`src/rtl/rtc_burst_tx.sv`:
```
// rtc_burst_tx: captures 8 RTC bytes per frame tick and streams them as an inicioSecuencia-framed burst
module rtc_burst_tx #(
    parameter logic [7:0] ADDR_BASE   = 8'h21,
    parameter int         NUM_SLOTS   = 8,
    parameter int         TAIL_CYCLES = 3,
    parameter int         RD_TIMEOUT  = 16
) (
    input  logic       clk,
    input  logic       reset,
    input  logic       tick,
    output logic       rd_req,
    output logic [7:0] rd_addr,
    input  logic [7:0] rd_data,
    input  logic       rd_valid,
    output logic       inicioSecuencia,
    output logic [7:0] datoRTC,
    output logic       busy,
    output logic       rd_err,
    output logic       overrun
);
    typedef enum logic [2:0] {IDLE, RD_REQ, RD_WAIT, PRE, STREAM, TAIL} state_t;

    localparam logic [2:0] LAST_SLOT   = 3'(NUM_SLOTS - 1);
    localparam logic [4:0] LAST_STREAM = 5'(NUM_SLOTS - 1);
    localparam logic [4:0] TAIL_LAST   = 5'(TAIL_CYCLES - 1);
    localparam logic [4:0] TO_LAST     = 5'(RD_TIMEOUT - 1);

    state_t     state_q, state_d;
    logic [2:0] slot_q, slot_d;
    logic [4:0] cnt_q, cnt_d;
    logic [7:0] sbuf_q [0:7];
    logic [7:0] sbuf_d [0:7];
    logic       rd_err_q, rd_err_d, overrun_q, overrun_d, rd_req_q, rd_req_d;
    logic       ini_q, ini_d, busy_q, busy_d;
    logic [7:0] rd_addr_q, rd_addr_d, dato_q, dato_d;
    logic       rd_done, rd_to;

    // A read finishes on its data pulse or once the wait budget is used up
    assign rd_to   = cnt_q == TO_LAST;
    assign rd_done = rd_valid || rd_to;

    // State and registered outputs; reset aborts any read or burst in progress
    always_ff @(posedge clk) begin
        if (reset) begin
            state_q   <= IDLE;
            slot_q    <= '0;
            cnt_q     <= '0;
            sbuf_q    <= '{default: '0};
            rd_err_q  <= 1'b0;
            overrun_q <= 1'b0;
            rd_req_q  <= 1'b0;
            rd_addr_q <= ADDR_BASE;
            ini_q     <= 1'b0;
            dato_q    <= '0;
            busy_q    <= 1'b0;
        end else begin
            state_q   <= state_d;
            slot_q    <= slot_d;
            cnt_q     <= cnt_d;
            sbuf_q    <= sbuf_d;
            rd_err_q  <= rd_err_d;
            overrun_q <= overrun_d;
            rd_req_q  <= rd_req_d;
            rd_addr_q <= rd_addr_d;
            ini_q     <= ini_d;
            dato_q    <= dato_d;
            busy_q    <= busy_d;
        end
    end

    // Next state: RD_REQ holds a request open, RD_WAIT is the one-cycle gap before the next slot; cnt_q is the wait counter, then the stream/tail index
    always_comb begin
        state_d = state_q;
        slot_d  = slot_q;
        cnt_d   = '0;
        case (state_q)
            IDLE:    if (tick) begin state_d = RD_REQ; slot_d = '0; end
            RD_REQ:  if (rd_done) begin state_d = (slot_q == LAST_SLOT) ? PRE : RD_WAIT; slot_d = slot_q + 3'd1; end
                     else cnt_d = cnt_q + 5'd1;
            RD_WAIT: state_d = RD_REQ;
            PRE:     state_d = STREAM;
            STREAM:  if (cnt_q == LAST_STREAM) state_d = TAIL; else cnt_d = cnt_q + 5'd1;
            TAIL:    if (cnt_q == TAIL_LAST) state_d = IDLE; else cnt_d = cnt_q + 5'd1;
            default: state_d = IDLE;
        endcase
    end

    // Outputs are computed from the next state so every port comes straight from a flop
    always_comb begin
        sbuf_d = sbuf_q;
        if (state_q == RD_REQ && rd_done) sbuf_d[slot_q] = rd_valid ? rd_data : 8'hFF;
        rd_err_d  = rd_err_q | (state_q == RD_REQ && !rd_valid && rd_to);
        overrun_d = overrun_q | (tick && state_q != IDLE);
        rd_req_d  = state_d == RD_REQ;
        rd_addr_d = ADDR_BASE + {5'd0, slot_d};
        ini_d     = state_d == PRE || state_d == STREAM || state_d == TAIL;
        dato_d    = (state_d == STREAM) ? sbuf_q[cnt_d[2:0]] : 8'h00;
        busy_d    = state_d != IDLE;
    end

    assign rd_req          = rd_req_q;
    assign rd_addr         = rd_addr_q;
    assign inicioSecuencia = ini_q;
    assign datoRTC         = dato_q;
    assign busy            = busy_q;
    assign rd_err          = rd_err_q;
    assign overrun         = overrun_q;
endmodule

```
`config.mk`:
```
export PLATFORM = sky130hd
export DESIGN_NAME = rtc_burst_tx
export DESIGN_NICKNAME = d
export VERILOG_FILES = /design/src/rtl/rtc_burst_tx.sv
export SDC_FILE = /design/constraint.sdc
export NUM_CORES = 1
export LEC_CHECK = 0
export ABC_AREA = 1
export CORE_MARGIN = 4
export CORE_UTILIZATION = 55
export DETAILED_ROUTE_END_ITERATION = 10
export PLACE_DENSITY = 0.76
export SETUP_SLACK_MARGIN = 0.15
export SYNTH_ARGS = -nofsm -noshare
export SYNTH_HDL_FRONTEND = slang
export SYNTH_SLANG_ARGS = --single-unit
```
`constraint.sdc`:
```
create_clock -name clk -period 2.82 [get_ports clk]
set_input_delay 0.705 -clock clk [delete_from_list [all_inputs] [get_ports clk]]
set_output_delay 0.705 -clock clk [all_outputs]
set_load 0.01 [all_outputs]
```
Yosys cells after proc, flatten, opt, wreduce, memory -nomap -nowiden --
Cells that the tools add are included.
Storage, ports and cells: register bits after elaboration 96, output and inout bits 21, word-level logic and storage cells 75
Cells by class: add/subtract/negate cells 3, order comparisons 3, equality and inequality tests 13, mux-type cells 20, bitwise logic cells 5, reduce and logical (&&, ||, !) cells 13
Operators by type and width (count):
- $bwmux 64 | 1
- $mux 8 | 4
- $bmux 8 s3 | 1
- $demux 8 s3 | 1
- $mux 3 | 6
- $pmux 3 s6 | 1
- $eq 3x3->1 const B | 5
- $mux 5 | 3
- $pmux 5 s3 | 1
- $eq 3x2->1 const B | 3
- $ge 4x4->1 const B | 2
- $not 3->4 | 2
- $add 6x3->7 const A | 1
- $eq 3x1->1 const B | 2
- $pmux 3 s2 | 1
- $reduce_bool 3->1 | 2
- $add 5x1->5 const B | 1
- $eq 5x2->1 const B | 1
- $eq 5x3->1 const B | 1
- $eq 5x4->1 const B | 1
- $logic_and 1x1->1 | 5
- $lt 4x1->1 const B | 1
- $add 3x1->3 const B | 1
- $logic_not 3->1 | 1
- other kinds (6) | 9

Logic depth before layout (Yosys ltp) --
depth in word-level cells 8, gate-level depth with buffers 15, mapped depth without buffers 14

Least setup slack after synthesis --
Ideal clock, no wire load.
path kind reg-to-reg, start point register cnt_q[0], end point register dato_q[4], in the netlist datoRTC[4], arrival 1.885 ns, data required time 2.707 ns, path slack 0.822 ns, cell stages (with the launch flop) 16, path buffers 1, period minus slack after synthesis 1.998 ns, cell sequence dfxtp_1 ha_1 nand2_1 nor2_1 ha_1 nor2_1 inv_1 nor2_1 nand2_2 nand3_4 buf_8 nand2_1 nand3_1 nand2_1 nor2_1 nor2_1
Between the ends: word-level cells in the longest chain between the ends 8, elaborated cells on any way between the ends 20
RTL lines:
- start: declaration | RTL line 30 | logic [4:0] cnt_q, cnt_d;
- start signal: assignment | RTL line 59 | cnt_q <= cnt_d;
- branches (longest 8 deep; another with $add 5x1->5)
- end signal: assignment | RTL line 66 | dato_q <= dato_d;
- end: declaration | RTL line 35 | logic [7:0] rd_addr_q, rd_addr_d, dato_q, dato_d;
Parallel ways; which one is timed is not known. The select of a mux whose other input is x is not followed. A chain may end at the register's enable or synchronous reset.

Worst setup path in the final report --
start point register cnt_q[0], end point register dato_q[3], in the netlist datoRTC[3]
The elaborated chain is that of the path after synthesis.

==> results_dict.tcl <==
set metrics [dict create \
    netlist_area_sq_um 4304 \
    report.power.total_mw 2.424 \
    clock_tree.root_cell "sky130_fd_sc_hd__clkbuf_8" \
    holdCritPathClass "reg2reg" \
    drc 0 \
    worstPathRequired_ns 3.10 \
    htreeDepth 3 \
    initial_core_util 0.5780 \
    ctsResizeCount 0 \
    grt_pass1_vias 3233 \
    fraction_of_post_synthesis_cell_area_in_the_top_cell_type_by_area 0.4279 \
    flow.area_growth_from_synthesis_pct 10.17 \
    hpwlAfterDp_mm 6.717 \
    max_cap_viols 0 \
    syn_area_per_cell_sq_um 7.332 \
    power-per-cell-area_nw_per_um2 511.2 \
    vdd_ir_drop_max_mv 0.3350 \
    grt_setup_unrepaired "false" \
    report.final.slew_viol_count 0 \
    synth-warning-count 0 \
    numCtsBuffers 9 \
    drtIter0Drc 340 \
    grt_max_degree 68 \
    grt_overflow_total 0 \
    synthFlopType "sky130_fd_sc_hd__dfxtp_1" \
    power.leakage_nw 1.982 \
    layout.filler_cells 666 \
    ctsHoldBuffers 0 \
    final_net_count 619 \
    worstSetupStartpoint "cnt_q[0]$_SDFF_PP0_" \
    outcome "complete, no violations" \
    final_clock_skew_ns 0.008030 \
    worst_skew_pair.late_latency_ns 0.37 \
    grt_pass1_wl_mm 15.95 \
    firstDrtPassIters 5 \
    worst_hold_slack_ns 0.4517 \
    ys_seq_area_frac 0.4279 \
    synth_most_common_cell "sky130_fd_sc_hd__dfxtp_1" \
    worst_path_most_repeated_cell "sky130_fd_sc_hd__nor2_1" \
    wl_mm 9.823 \
    port_buffers 28 \
    postCtsSetupBuffers 0 \
    dpl_worst_slack_ns 0.2713 \
    slowest_stage_cell_on_the_critical_path "sky130_fd_sc_hd__dfxtp_1" \
    arrival_time_of_the_worst_setup_path_ns 2.67 \
    pin_count 33 \
    synth.top_cells.by_area "sky130_fd_sc_hd__dfxtp_1 43%, sky130_fd_sc_hd__o21ai_0 7.4%, sky130_fd_sc_hd__nor2_1 7.4%" \
    ys_async_sr_fraction 0 \
    gpl.final_weighted_congestion 0.8365 \
    routed_via_density 5.197 \
    timing.critical_path.max_delay_family "simple AND/OR/NAND/NOR gates" \
    stdcell_area_sq_um 4742 \
    worst-setup-path-type "reg2reg" \
    count_of_flip_flops_with_a_built_in_enable_after_synthesis 0 \
    clock_sink_count 92 \
    fp.coreArea_sq_um 7447 \
    num_antenna_cells 0 \
    rr_startpoint "cnt_q[0]$_SDFF_PP0_" \
    holdCritStartpoint "overrun$_SDFF_PP0_" \
    die_height_um 96.46 \
    dr_total_vias 3664 \
    cell_taking_the_most_area_after_synthesis "sky130_fd_sc_hd__dfxtp_1" \
    drive_gt1_frac 0.1188 \
    grt_use_total 0.2248 \
    post-route-period-util 0.8469 \
    antenna_violating_nets_remaining 0 \
    report.final.hold_viol_count 0 \
    netlist-cell-type-count 35 \
    max_slew.worst_pin.slew_ns 0.5645 \
    timing.critical_path.fanout_max 24 \
    ys_ff_latch 92 \
    crit_chain "ha_1 -> nand2_1 -> nor2_1 -> ha_1 -> nor2_1 -> inv_1 -> nor2_1 -> nand2_2 -> nand3_4 -> nand2_1 -> nand3_1 -> nand2_1 -> nor2_1 -> nor2_1" \
    maxSlewHeadroom 0.6237 \
    max_freq_ghz 0.4187 \
    max-clock-path-buffers 2 \
    placement_rows 31 \
    layout_min_cycle_time_ns 2.388 \
    syn_inst 587 \
    endpoint_kind "flip-flop" \
    crit_path_max_incr_delay_ns 0.36 \
    worst_setup_path_start_kind "flip-flop" \
    floorplan.die_area_sq_um 9305 \
    placed_cell_area_sq_um 4558 \
    critical_path_buf_inv_count 1 \
    timing.setup.tns_ns 0 \
    grt_antenna_before_repair 0 \
    cts_tree "done" \
    report.final.setup_viol 0 \
    timing.final.ws_setup_ns 0.4317 \
    avgRoutedWirePerCell_um 13.93 \
    synthTopCellsByCount "92 x sky130_fd_sc_hd__dfxtp_1, 85 x sky130_fd_sc_hd__nor2_1, 79 x sky130_fd_sc_hd__nand2_1" \
    die-width_um 96.46 \
    cts.clk_slew.worst_paths_ns 0.10 \
]
==> worst register-to-register path: stages (launching register included) <==
cell                      delay [ns]
sky130_fd_sc_hd__dfxtp_1        0.36
sky130_fd_sc_hd__ha_1           0.23
sky130_fd_sc_hd__nand2_1        0.08
sky130_fd_sc_hd__nor2_1         0.05
sky130_fd_sc_hd__ha_1           0.21
sky130_fd_sc_hd__nor2_1         0.23
sky130_fd_sc_hd__inv_1          0.13
sky130_fd_sc_hd__nor2_1         0.13
sky130_fd_sc_hd__nand2_2        0.15
sky130_fd_sc_hd__nand3_4        0.33
sky130_fd_sc_hd__nand2_1        0.10
sky130_fd_sc_hd__nand3_1        0.10
sky130_fd_sc_hd__nand2_1        0.07
sky130_fd_sc_hd__nor2_1         0.10
sky130_fd_sc_hd__nor2_1         0.05
==> per-layer routing <==
layer | vias up | wire length, um | GRT usage
met4 | 0 | 114 | 0.07827
met3 | 11 | 689 | 0.03796
li1 | 1903 | - | -
met5 | - | 0 | 0
met2 | 133 | 4374 | 0.3397
met1 | 1617 | 4645 | 0.3237
==> logic make-up (layout without fill, tap and decap cells) <==
| kind of cell | Yosys count | count (layout) | synth area share |
|---|---|---|---|
| simple gates | 247 | 247 | 0.2776 |
| xor+xnor | 1 | 1 | 0.002035 |
| compound gates | 132 | 132 | 0.1613 |
| flops | 92 | 92 | 0.4279 |
| fa+ha+maj | 6 | 6 | 0.01744 |
| other cells | 2 | 4 | 0.001745 |
| buf+inv | 107 | 124 | 0.1119 |
==> worst paths after layout <==
kind                            to  slack, ns  cells past startpoint
min reg2reg     overrun$_SDFF_PP0_       0.45                      2
max          datoRTC[3]$_SDFF_PP0_       0.43                     14
min             overrun$_SDFF_PP0_       0.45                      2
max reg2reg  datoRTC[3]$_SDFF_PP0_       0.43                     14
==> state kept, by name, summed over array words and instances (netlist names), 3 cells and up <==
| name | count |
|---|---|
| datoRTC | 8 |
| rd_addr | 4 |
| sbuf_q | 64 |
| state_q | 3 |
| slot_q | 3 |
| cnt_q | 5 |
==> power by group <==
part / switching [mW] / internal (mW) / total (mW)
Combinational: 0.161 / 0.0895 / 0.251
Clock: 0.505 / 0.335 / 0.840
Sequential: 0.0121 / 1.32 / 1.33
Total: 0.678 / 1.75 / 2.42
==> final cells by class <==
| cell class | count | area, sq um | area share |
|---|---|---|---|
| multi-input combinational | 390 | 1988 | 0.4193 |
| sequential | 92 | 1842 | 0.3884 |
| timing repair buffer | 33 | 317.8 | 0.06702 |
| inverter | 75 | 286.5 | 0.06042 |
| clock buffer | 9 | 123.9 | 0.02612 |
| tap | 99 | 123.9 | 0.02612 |
| clock inverter | 7 | 60.06 | 0.01266 |
==> cell usage in the layout (no fill, tap or decap), types with 2 or more instances in the layout <==
| master | synthesis | routed |
|---|---|---|
| sky130_fd_sc_hd__inv_8 | 0 | 2 |
| sky130_fd_sc_hd__nand2_2 | 13 | 13 |
| sky130_fd_sc_hd__o21ai_1 | 5 | 5 |
| sky130_fd_sc_hd__clkinv_4 | 1 | 2 |
| sky130_fd_sc_hd__nand4_1 | 11 | 11 |
| sky130_fd_sc_hd__nand2_1 | 79 | 79 |
| sky130_fd_sc_hd__a21oi_2 | 8 | 8 |
| sky130_fd_sc_hd__clkdlybuf4s50_1 | 0 | 28 |
| sky130_fd_sc_hd__a21oi_1 | 52 | 52 |
| sky130_fd_sc_hd__conb_1 | 2 | 4 |
| sky130_fd_sc_hd__nor2_4 | 5 | 5 |
| sky130_fd_sc_hd__buf_4 | 5 | 5 |
| sky130_fd_sc_hd__nand2_4 | 3 | 3 |
| sky130_fd_sc_hd__clkbuf_8 | 0 | 9 |
| sky130_fd_sc_hd__nand3_1 | 31 | 31 |
| sky130_fd_sc_hd__inv_2 | 4 | 4 |
| sky130_fd_sc_hd__nand4_2 | 3 | 3 |
| sky130_fd_sc_hd__dfxtp_1 | 92 | 92 |
| sky130_fd_sc_hd__ha_1 | 6 | 6 |
| sky130_fd_sc_hd__nand3_4 | 3 | 3 |
| sky130_fd_sc_hd__clkinvlp_4 | 0 | 2 |
| sky130_fd_sc_hd__o21ai_0 | 64 | 64 |
| sky130_fd_sc_hd__a31oi_1 | 2 | 2 |
| sky130_fd_sc_hd__inv_1 | 70 | 70 |
| sky130_fd_sc_hd__or2_2 | 9 | 9 |
| sky130_fd_sc_hd__nor2_1 | 85 | 85 |
==> through the flow <==
stage / instances / util
after floorplan: 589 / -
after global placement: 689 / 0.6121
after detailed placement: 689 / 0.6121
after CTS: 705 / 0.6368
after global routing: 705 / 0.6368
final: 705 / 0.6368
Power figures use the tool's default switching activity.
